[src/rtl/irq_nest_unit_if.sv]
// PC-path bundle between the core's branch/fetch logic and irq_nest_unit.
// The core side (master) drives the PC candidates and control; the unit (slave) returns the final PC.
interface irq_nest_unit_if #(
   parameter int ADDR_W = 32
);
   logic [ADDR_W-1:0] pc;
   logic [ADDR_W-1:0] pc_next;
   logic              stall;
   logic              end_isr;
   logic [ADDR_W-1:0] pc_next_final;

   modport master (
      output pc, pc_next, stall, end_isr,
      input  pc_next_final
   );

   modport slave (
      input  pc, pc_next, stall, end_isr,
      output pc_next_final
   );
endinterface

[src/rtl/irq_nest_unit.sv]
// Nested interrupt controller: pending latches, fixed-priority arbitration, saved-PC/level stack
// and combinational next-PC selection for a sequential-read instruction memory.
module irq_nest_unit #(
   parameter int                NUM_IRQ    = 5,
   parameter int                ADDR_W     = 32,
   parameter int                NEST_DEPTH = 4,
   parameter logic [ADDR_W-1:0] RESET_PC   = '0
) (
   input  logic                              clk,
   input  logic                              reset,
   input  logic [NUM_IRQ-1:0]                irq_n,
   input  logic [NUM_IRQ-1:0]                irq_mask,
   input  logic [NUM_IRQ*ADDR_W-1:0]         irq_vectors,
   irq_nest_unit_if.slave                    bus,
   output logic                              in_isr,
   output logic [$clog2(NUM_IRQ+1)-1:0]      active_level,
   output logic [$clog2(NEST_DEPTH+1)-1:0]   depth,
   output logic [NUM_IRQ-1:0]                pending,
   output logic                              ret_err
);
   localparam int LVL_W = $clog2(NUM_IRQ+1);
   localparam int DEP_W = $clog2(NEST_DEPTH+1);
   localparam logic [LVL_W-1:0] THREAD_LVL = LVL_W'(NUM_IRQ);
   localparam logic [DEP_W-1:0] DEPTH_MAX  = DEP_W'(NEST_DEPTH);

   logic                first_cycle;
   logic [NUM_IRQ-1:0]  pending_next;
   logic [DEP_W-1:0]    depth_next;
   logic [LVL_W-1:0]    level_next;
   logic [ADDR_W-1:0]   vec [NUM_IRQ];
   logic [ADDR_W-1:0]   stack_pc  [NEST_DEPTH];
   logic [LVL_W-1:0]    stack_lvl [NEST_DEPTH];
   logic [LVL_W-1:0]    sel;
   logic [ADDR_W-1:0]   sel_vec;
   logic [ADDR_W-1:0]   top_pc;
   logic [LVL_W-1:0]    top_lvl;
   logic                any_pending;
   logic                take;
   logic                do_pop;
   logic                bad_ret;

   // Per-source vector unpack and pending latch; the source being taken is cleared this edge.
   generate
      for (genvar gi = 0; gi < NUM_IRQ; gi++) begin : g_src
         assign vec[gi] = irq_vectors[gi*ADDR_W +: ADDR_W];
         assign pending_next[gi] = irq_mask[gi] & (pending[gi] | ~irq_n[gi])
                                   & ~(take & (sel == LVL_W'(gi)));
      end
   endgenerate

   // Lowest pending index wins; scanning downward lets the lowest index overwrite last.
   always_comb begin
      sel     = THREAD_LVL;
      sel_vec = '0;
      for (int i = NUM_IRQ - 1; i >= 0; i--) begin
         if (pending[i]) begin
            sel     = LVL_W'(i);
            sel_vec = vec[i];
         end
      end
   end

   always_comb begin
      top_pc  = '0;
      top_lvl = THREAD_LVL;
      for (int j = 0; j < NEST_DEPTH; j++) begin
         if (depth == DEP_W'(j + 1)) begin
            top_pc  = stack_pc[j];
            top_lvl = stack_lvl[j];
         end
      end
   end

   assign any_pending = |pending;
   assign take    = !first_cycle && !bus.stall && !bus.end_isr && any_pending
                    && (sel < active_level) && (depth < DEPTH_MAX);
   assign do_pop  = bus.end_isr && !bus.stall && (depth != '0);
   assign bad_ret = bus.end_isr && !bus.stall && (depth == '0);
   assign in_isr  = (depth != '0);

   always_comb begin
      if (first_cycle)
         bus.pc_next_final = RESET_PC;
      else if (bus.stall)
         bus.pc_next_final = bus.pc;
      else if (do_pop)
         bus.pc_next_final = top_pc;
      else if (take)
         bus.pc_next_final = sel_vec;
      else
         bus.pc_next_final = bus.pc_next;
   end

   always_comb begin
      depth_next = depth;
      level_next = active_level;
      if (take) begin
         depth_next = depth + 1'b1;
         level_next = sel;
      end else if (do_pop) begin
         depth_next = depth - 1'b1;
         level_next = top_lvl;
      end
   end

   always_ff @(posedge clk or negedge reset) begin
      if (!reset) begin
         first_cycle  <= 1'b1;
         pending      <= '0;
         depth        <= '0;
         active_level <= THREAD_LVL;
         ret_err      <= 1'b0;
      end else begin
         first_cycle  <= 1'b0;
         pending      <= pending_next;
         depth        <= depth_next;
         active_level <= level_next;
         if (bad_ret)
            ret_err <= 1'b1;
      end
   end

   // Stack contents need no reset: an entry is only read once depth covers it.
   always_ff @(posedge clk) begin
      for (int j = 0; j < NEST_DEPTH; j++) begin
         if (take && (depth == DEP_W'(j))) begin
            stack_pc[j]  <= bus.pc_next;
            stack_lvl[j] <= active_level;
         end
      end
   end
endmodule

[src/flat_wrapper.sv]
// flat-port wrapper written by rule: the top's interface ports become plain ports
module irq_nest_unit_flat 
#(
   parameter int                NUM_IRQ    = 5,
   parameter int                ADDR_W     = 32,
   parameter int                NEST_DEPTH = 4,
   parameter logic [ADDR_W-1:0] RESET_PC   = '0
)
  (clk, reset, irq_n, irq_mask, irq_vectors, in_isr, active_level, depth, pending, ret_err, bus_pc, bus_pc_next, bus_stall, bus_end_isr, bus_pc_next_final);
  irq_nest_unit_if #(.ADDR_W(ADDR_W)) bus_i ();
  input  logic clk;
  input  logic reset;
  input  logic [NUM_IRQ-1:0] irq_n;
  input  logic [NUM_IRQ-1:0] irq_mask;
  input  logic [NUM_IRQ*ADDR_W-1:0] irq_vectors;
  output logic in_isr;
  output logic [$clog2(NUM_IRQ+1)-1:0] active_level;
  output logic [$clog2(NEST_DEPTH+1)-1:0] depth;
  output logic [NUM_IRQ-1:0] pending;
  output logic ret_err;
  input wire logic [$bits(bus_i.pc)-1:0] bus_pc;
  input wire logic [$bits(bus_i.pc_next)-1:0] bus_pc_next;
  input wire logic [$bits(bus_i.stall)-1:0] bus_stall;
  input wire logic [$bits(bus_i.end_isr)-1:0] bus_end_isr;
  output wire logic [$bits(bus_i.pc_next_final)-1:0] bus_pc_next_final;
  assign bus_i.pc = bus_pc;
  assign bus_i.pc_next = bus_pc_next;
  assign bus_i.stall = bus_stall;
  assign bus_i.end_isr = bus_end_isr;
  assign bus_pc_next_final = bus_i.pc_next_final;
  irq_nest_unit #(.NUM_IRQ(NUM_IRQ), .ADDR_W(ADDR_W), .NEST_DEPTH(NEST_DEPTH), .RESET_PC(RESET_PC)) u_core (.clk(clk), .reset(reset), .irq_n(irq_n), .irq_mask(irq_mask), .irq_vectors(irq_vectors), .bus(bus_i), .in_isr(in_isr), .active_level(active_level), .depth(depth), .pending(pending), .ret_err(ret_err));
endmodule
[config.mk]
export PLATFORM = sky130hd
export DESIGN_NAME = irq_nest_unit_flat
export DESIGN_NICKNAME = d
export VERILOG_FILES = /design/src/rtl/irq_nest_unit_if.sv /design/src/rtl/irq_nest_unit.sv /design/src/flat_wrapper.sv
export SDC_FILE = /design/constraint.sdc
export NUM_CORES = 1
export LEC_CHECK = 0
export CORE_MARGIN = 10
export CORE_UTILIZATION = 50
export CTS_CLUSTER_SIZE = 30
export DETAILED_ROUTE_END_ITERATION = 7
export HOLD_SLACK_MARGIN = 0.05
export PLACE_DENSITY = 0.87
export SETUP_SLACK_MARGIN = 0.15
export SLEW_MARGIN = 25
export SYNTH_ARGS = -nofsm -noshare
export SYNTH_HDL_FRONTEND = slang
export SYNTH_SLANG_ARGS = --single-unit
[constraint.sdc]
create_clock -name clk -period 9.45 [get_ports clk]
set_input_delay 1.4175 -clock clk [delete_from_list [all_inputs] [get_ports clk]]
set_output_delay 1.4175 -clock clk [all_outputs]
set_load 0.01 [all_outputs]
* After elaboration in Yosys (flattened, before gate mapping)
Memories as Yosys holds them, arrays and structs flattened.
Index checks and enable logic that the tools add are counted.
Widths: inputs -> output; s select.
** Cells by class
- Add/sub/neg operators :: 2
- Order comparisons :: 2
- Eq/ne operators :: 8
- Multiplexer cells :: 52
- Bitwise operators :: 30
- Reductions and logical operators :: 26
** Operators by type and width (number)
- $mux 32 :: 16
- $reduce_or 32->1 :: 3
- $mux 3 :: 15
- $and 1x1->1 :: 15
- $mux 1 :: 15
- $eq 3x2->1 const B :: 4
- $logic_and 1x1->1 :: 12
- $mux 2 :: 6
- $not 1->1 :: 10
- $reduce_or 3->1 :: 3
- $eq 3x1->1 const B :: 2
- $eq 3x3->1 const B :: 2
- $logic_not 3->1 :: 2
- $or 1x1->1 :: 5
- $reduce_or 5->1 :: 1
- $add 3x1->3 const B :: 1
- $logic_not 1->1 :: 3
- $lt 3x3->1 :: 1
- $lt 3x3->1 const B :: 1
- $reduce_bool 3->1 :: 1
- $sub 3x1->3 const B :: 1
- $reduce_bool 2->1 :: 1
** Storage, ports and cells
- Bits in registers :: 13
- Memory bits (writable) :: 140
- Input bits :: 238
- Memories kept :: 2
** Memories
- u_core.stack_pc :: words 4, width 32, rd ports 4, clocked after Yosys merged registers in 0, wr ports 1, RTL line irq_nest_unit.sv:31 : logic [ADDR_W-1:0] stack_pc [NEST_DEPTH];
- u_core.stack_lvl :: words 4, width 3, rd ports 4, clocked after Yosys merged registers in 0, wr ports 1, RTL line irq_nest_unit.sv:32 : logic [LVL_W-1:0] stack_lvl [NEST_DEPTH];

* Longest topological paths before layout
- Word-level depth :: 15
- Mapped depth :: 13
- Depth with buffers taken out :: 8

* Worst setup path after synthesis
OpenSTA, ideal clock, no wires.
- Path type :: input to register
- Start point :: input bus_stall
- End point :: memory u_core.stack_lvl[0][0] (netlist name) (enable)
- Setup time :: 428 ps
- Arrival time :: 4053 ps
- Required time :: 9022 ps
- Setup slack :: 4969 ps
- Stages on the path :: 8
- Buffers on the path :: 4
- Path through :: buf_2 > nor2_1 > o211ai_2 > a31o_1 > buf_4 > buf_6 > buf_6 > nor2_1
** On the way
- Word-level cells in the longest chain between the ends :: 13
- Elaborated cells between the ends (all ways) :: 27
- Classes of those cells :: mux (14); reduce/logical (13)
** Ends and longest elaborated chain
- start: declaration :: RTL line flat_wrapper.sv:23 : input wire logic [$bits(bus_i.stall)-1:0] bus_stall;
- $logic_not 1->1 * :: RTL line irq_nest_unit.sv:75 : assign take = !first_cycle && !bus.stall && !bus.end_isr && any_pending
- $logic_and 1x1->1 * (3 in series) :: RTL line irq_nest_unit.sv:75
- $logic_and 1x1->1 * (2 in series) :: RTL line irq_nest_unit.sv:76 : && (sel < active_level) && (depth < DEPTH_MAX);
- $logic_and 1x1->1 :: RTL line irq_nest_unit.sv:126 : if (take && (depth == DEP_W'(j))) begin
- $mux 1 :: RTL line irq_nest_unit.sv:126
- $mux 1 (not written as such) :: RTL line irq_nest_unit.sv:128 : stack_lvl[j] <= active_level;
- $reduce_or 3->1 (no line)
- $mux 2 (no line) or $mux 1 (tied branches) (3 in series)
- end: declaration :: RTL line irq_nest_unit.sv:32
Every way passes the cells marked *; elsewhere a longest branch is shown, timed or not.

* Final worst setup path
- Start point :: input bus_stall
- End point :: output bus_pc_next_final[16]
** On the way
- Word-level cells in the longest chain between the ends :: 10
- Elaborated cells between the ends (all ways) :: 12
- Classes of those cells :: mux (4); reduce/logical (8)
** Ends and longest elaborated chain
- $logic_not 1->1 :: RTL line irq_nest_unit.sv:75, irq_nest_unit.sv:77
- $logic_and 1x1->1 (3 in series) :: RTL line irq_nest_unit.sv:75
- $logic_and 1x1->1 (2 in series) :: RTL line irq_nest_unit.sv:76
- $mux 32 :: RTL line irq_nest_unit.sv:88 : else if (take)
- $mux 32 :: RTL line irq_nest_unit.sv:86 : else if (do_pop)
- $mux 32 * :: RTL line irq_nest_unit.sv:84 : else if (bus.stall)
- $mux 32 * :: RTL line irq_nest_unit.sv:82 : if (first_cycle)
- end: declaration :: RTL line flat_wrapper.sv:25 : output wire logic [$bits(bus_i.pc_next_final)-1:0] bus_pc_next_final;
Marked as above.

==> impl_results.md <==
- Fin. Hold Viols: 0
- Core footprint: about 16000 µm²
- CTS tree: built
- Row cnt: 47
- CTS H-tree lvls: 4
- Leak: 4.061 nW
- Synth cell types: 51
- 1st-iter DRT viols: 1005
- DIE AREA: ~22000 µm²
- Sum Neg Setup Slack: 0 ns
- Synth area leader: edfxtp_1
- Largest net degree at the start of global routing: 71
- Worst-Skew Late Latency: 0.43 ns
- First-pass GRT wire length: 46820 µm
- Register area share after synthesis: 0.5472
- Overall routed net length: 31760 µm
- Overflow after GRT: 0
- Hold buffer count at CTS: 0
- Number of clock sinks: 153
- Predominant post-synthesis flop cell: edfxtp_1
- PwrDens: 197.8 nW/µm²
- DRT antenna net count: 0
- Setup Crit Path Kind: in2out
- Peak supply drop: 0.2051 mV
- Max-cap violation count: 0
- Num CTS Buffers: 17
- Die width: approximately 150 µm
- Post-cts resize count: 0
- Port-buffer cells: between 200 and 300
- Layout net count: 1280
- GRT Util Overall: 0.2752
- Yosys Warn Count: 0
- Post-Syn Area: 8284 µm²
- Pre-CTS WS: 3.301 ns
- Post-Synthesis Cells: 795
- Least-Margin Pin Slew: 1.093 ns
- Fill count: 1094
- RSZ-0062 raised after global routing: no
- Clk slew on worst S/H paths: approximately 0.060 ns
- Initial antenna violation count: 1
- Starting Density: 0.5049
- Hold_ws: between 0.5 and 0.6 ns
- Skew final: 0.01385 ns
- HPWL Detailed: 21810 µm
- Max_slew headroom: 0.2696
- Vias per cell: 6.366
- Crit path max fanout: 41
- CP required: 8.03 ns
- Hold Path Class: reg2reg
- Pre-antenna DRT Iters: 5
- Final setup vio count: 0
- Share of cells above drive strength 1: 0.06495
- Post-synth ARST share: 0.08497
- Crit path time final: 6.250 ns
- Crit path setup slack, layout: 3.200 ns
- Synth top area share: 0.5075
- Chip Height: 148.7 µm
- Final RePlAce weighted congestion: 0.8879
- Vias: 8072
- Top area cells in the synthesized netlist: edfxtp_1, a221oi_1, o21ai_0
- Wirelength per Cell: 25.05 µm
- Clock root cell: clkbuf_16
- Vias in the first global route: 8032
- Syn nets: 1041
- CP arrival: between 4 and 5 ns
- Critical Path Start Type: input pin
- Residual DRC: 0
- Syn-to-layout area delta: 43.48%
- I/O pin count: 283
- Syn Area/Cell: 10.42 µm²
- Crit end category: output pin
- Post-CTS Repair Setup Buffers: 0
- Part of the cycle the worst path needs: 0.6614
- Peak Freq: approximately 160 MHz
- Status: complete, no violations
- EDFF count, synth: 140
- Final Util: 0.7245
- Fin. max-slew vios: 0
- Post-synthesis register bit count: 153
- Max Buffers Root-to-Sink: 2
==> final timing paths <==
kind	endpoint	cells past startpoint	start	slack [ns]
min in group asynchronous	u_core.pending[3]	1	reset	1.44
worst max-delay path	bus_pc_next_final[16]	8	bus_stall	3.20
worst min-delay path	u_core.ret_err	1	u_core.ret_err	0.50
max in group asynchronous	u_core.pending[1]	1	reset	7.48
worst max register to register	u_core.stack_pc[1][30]	10	u_core.pending[0]	5.29
worst min register to register	u_core.ret_err	1	u_core.ret_err	0.50
==> per-layer routing <==
layer,global-route usage,wire length (µm),part of all wire,up-vias
met3,0.07199,3561,0.11,79
li1,-,-,-,3534
met2,0.4475,15700,0.49,591
met5,0,0,0,-
met1,0.3368,11410,0.36,3868
met4,0.1249,1093,0.034,0
==> state kept, by name, summed over array words and instances (netlist names) <==
name and count:
u_core.stack_lvl 12, u_core.stack_pc 128, u_core.active_level 3, u_core.depth 3, u_core.pending 5, u_core.first_cycle 1
u_core.ret_err 1
==> power breakdown <==
part	internal (W)	total (W)	switching (W)	leakage [nW]
Combinational	0.000359	0.000838	0.000479	2.35
Clock	0.000428	0.000688	0.000260	0.306
Sequential	0.000779	0.000825	0.0000464	1.41
Total	0.00157	0.00235	0.000785	4.06
==> layout by cell type, fill, tap and decap left out, types with 4 or more instances in the layout <==
cell,count
a2111oi_0,24
a211oi_1,25
a21oi_1,45
a221o_1,9
a221oi_1,57
a22oi_1,9
a311o_1,24
a31oi_1,8
buf_4,10
clkbuf_16,17
clkbuf_8,6
clkdlybuf4s50_1,282
clkinv_2,6
dfrtp_1,8
edfxtp_1,140
ha_1,6
inv_1,70
mux2i_1,4
nand2_1,93
nand2b_1,7
nand3_1,6
nand3b_1,8
nor2_1,13
nor2_4,5
nor2b_1,16
o2111ai_1,4
o21ai_0,92
o31ai_1,9
==> worst max-delay path, stage by stage <==
cell and delay, ns:
clkdlybuf4s50_1 0.58, nor2_1 0.50, o211ai_2 0.22, a31o_2 0.44, buf_4 0.36, a2111oi_0 0.55, a311o_1 0.18, clkdlybuf4s50_1 0.55
==> cells by family after synthesis <==
| family | after synthesis | synth area share |
|---|---|---|
| adders and majority gates | 8 | 0.01208 |
| AOI/OAI and AO/OA | 319 | 0.2714 |
| muxes | 4 | 0.004833 |
| DFF | 153 | 0.5472 |
| xor gates and xnor gates | 2 | 0.002115 |
| and+or+nand+nor | 161 | 0.08866 |
| buffers and inverters | 147 | 0.07325 |
| other | 1 | 0.0004527 |
==> final cells by class <==
class	count	area, µm²	area share
Tap cell	220	275.3	0.02316
Timing Repair Buffer	296	3000	0.2524
Inverter	71	266.5	0.02242
Clock buffer	24	511.7	0.04305
Antenna cell	1	2.502	0.0002105
Clock inverter	8	90.09	0.007579
Multi-Input combinational cell	495	3204	0.2696
Sequential cell	153	4536	0.3816
==> metrics by stage <==
step | area (µm²) | power (W) | std cells
floorplan | 8284 | 0.001280 | 795
detailed placement | 11280 | 0.001652 | 1235
global placement | 11170 | 0.001627 | 1231
CTS | 11880 | 0.002341 | 1267
global route | 11880 | 0.002449 | 1267
finish | 11890 | 0.002351 | 1268
==> synthesized netlist by cell type (2+ instances only) <==
cell type and count:
a2111oi_0 24, a211oi_1 25, a21oi_1 45, a221o_1 9, a221oi_1 57, a22oi_1 9
a311o_1 24, a31oi_1 8, and2_1 2, buf_1 4, buf_2 8, buf_4 2
buf_6 5, clkbuf_1 57, dfrtp_1 10, dfstp_2 3, edfxtp_1 140, ha_1 8
inv_1 70, mux2i_1 4, nand2_1 93, nand2b_1 7, nand3_1 6, nand3b_1 8
nor2_1 18, nor2b_1 18, nor3_1 3, o2111ai_1 4, o21ai_0 92, o311ai_0 2
o31ai_1 9, xnor2_1 2
(Power assumes the default switching activity.)
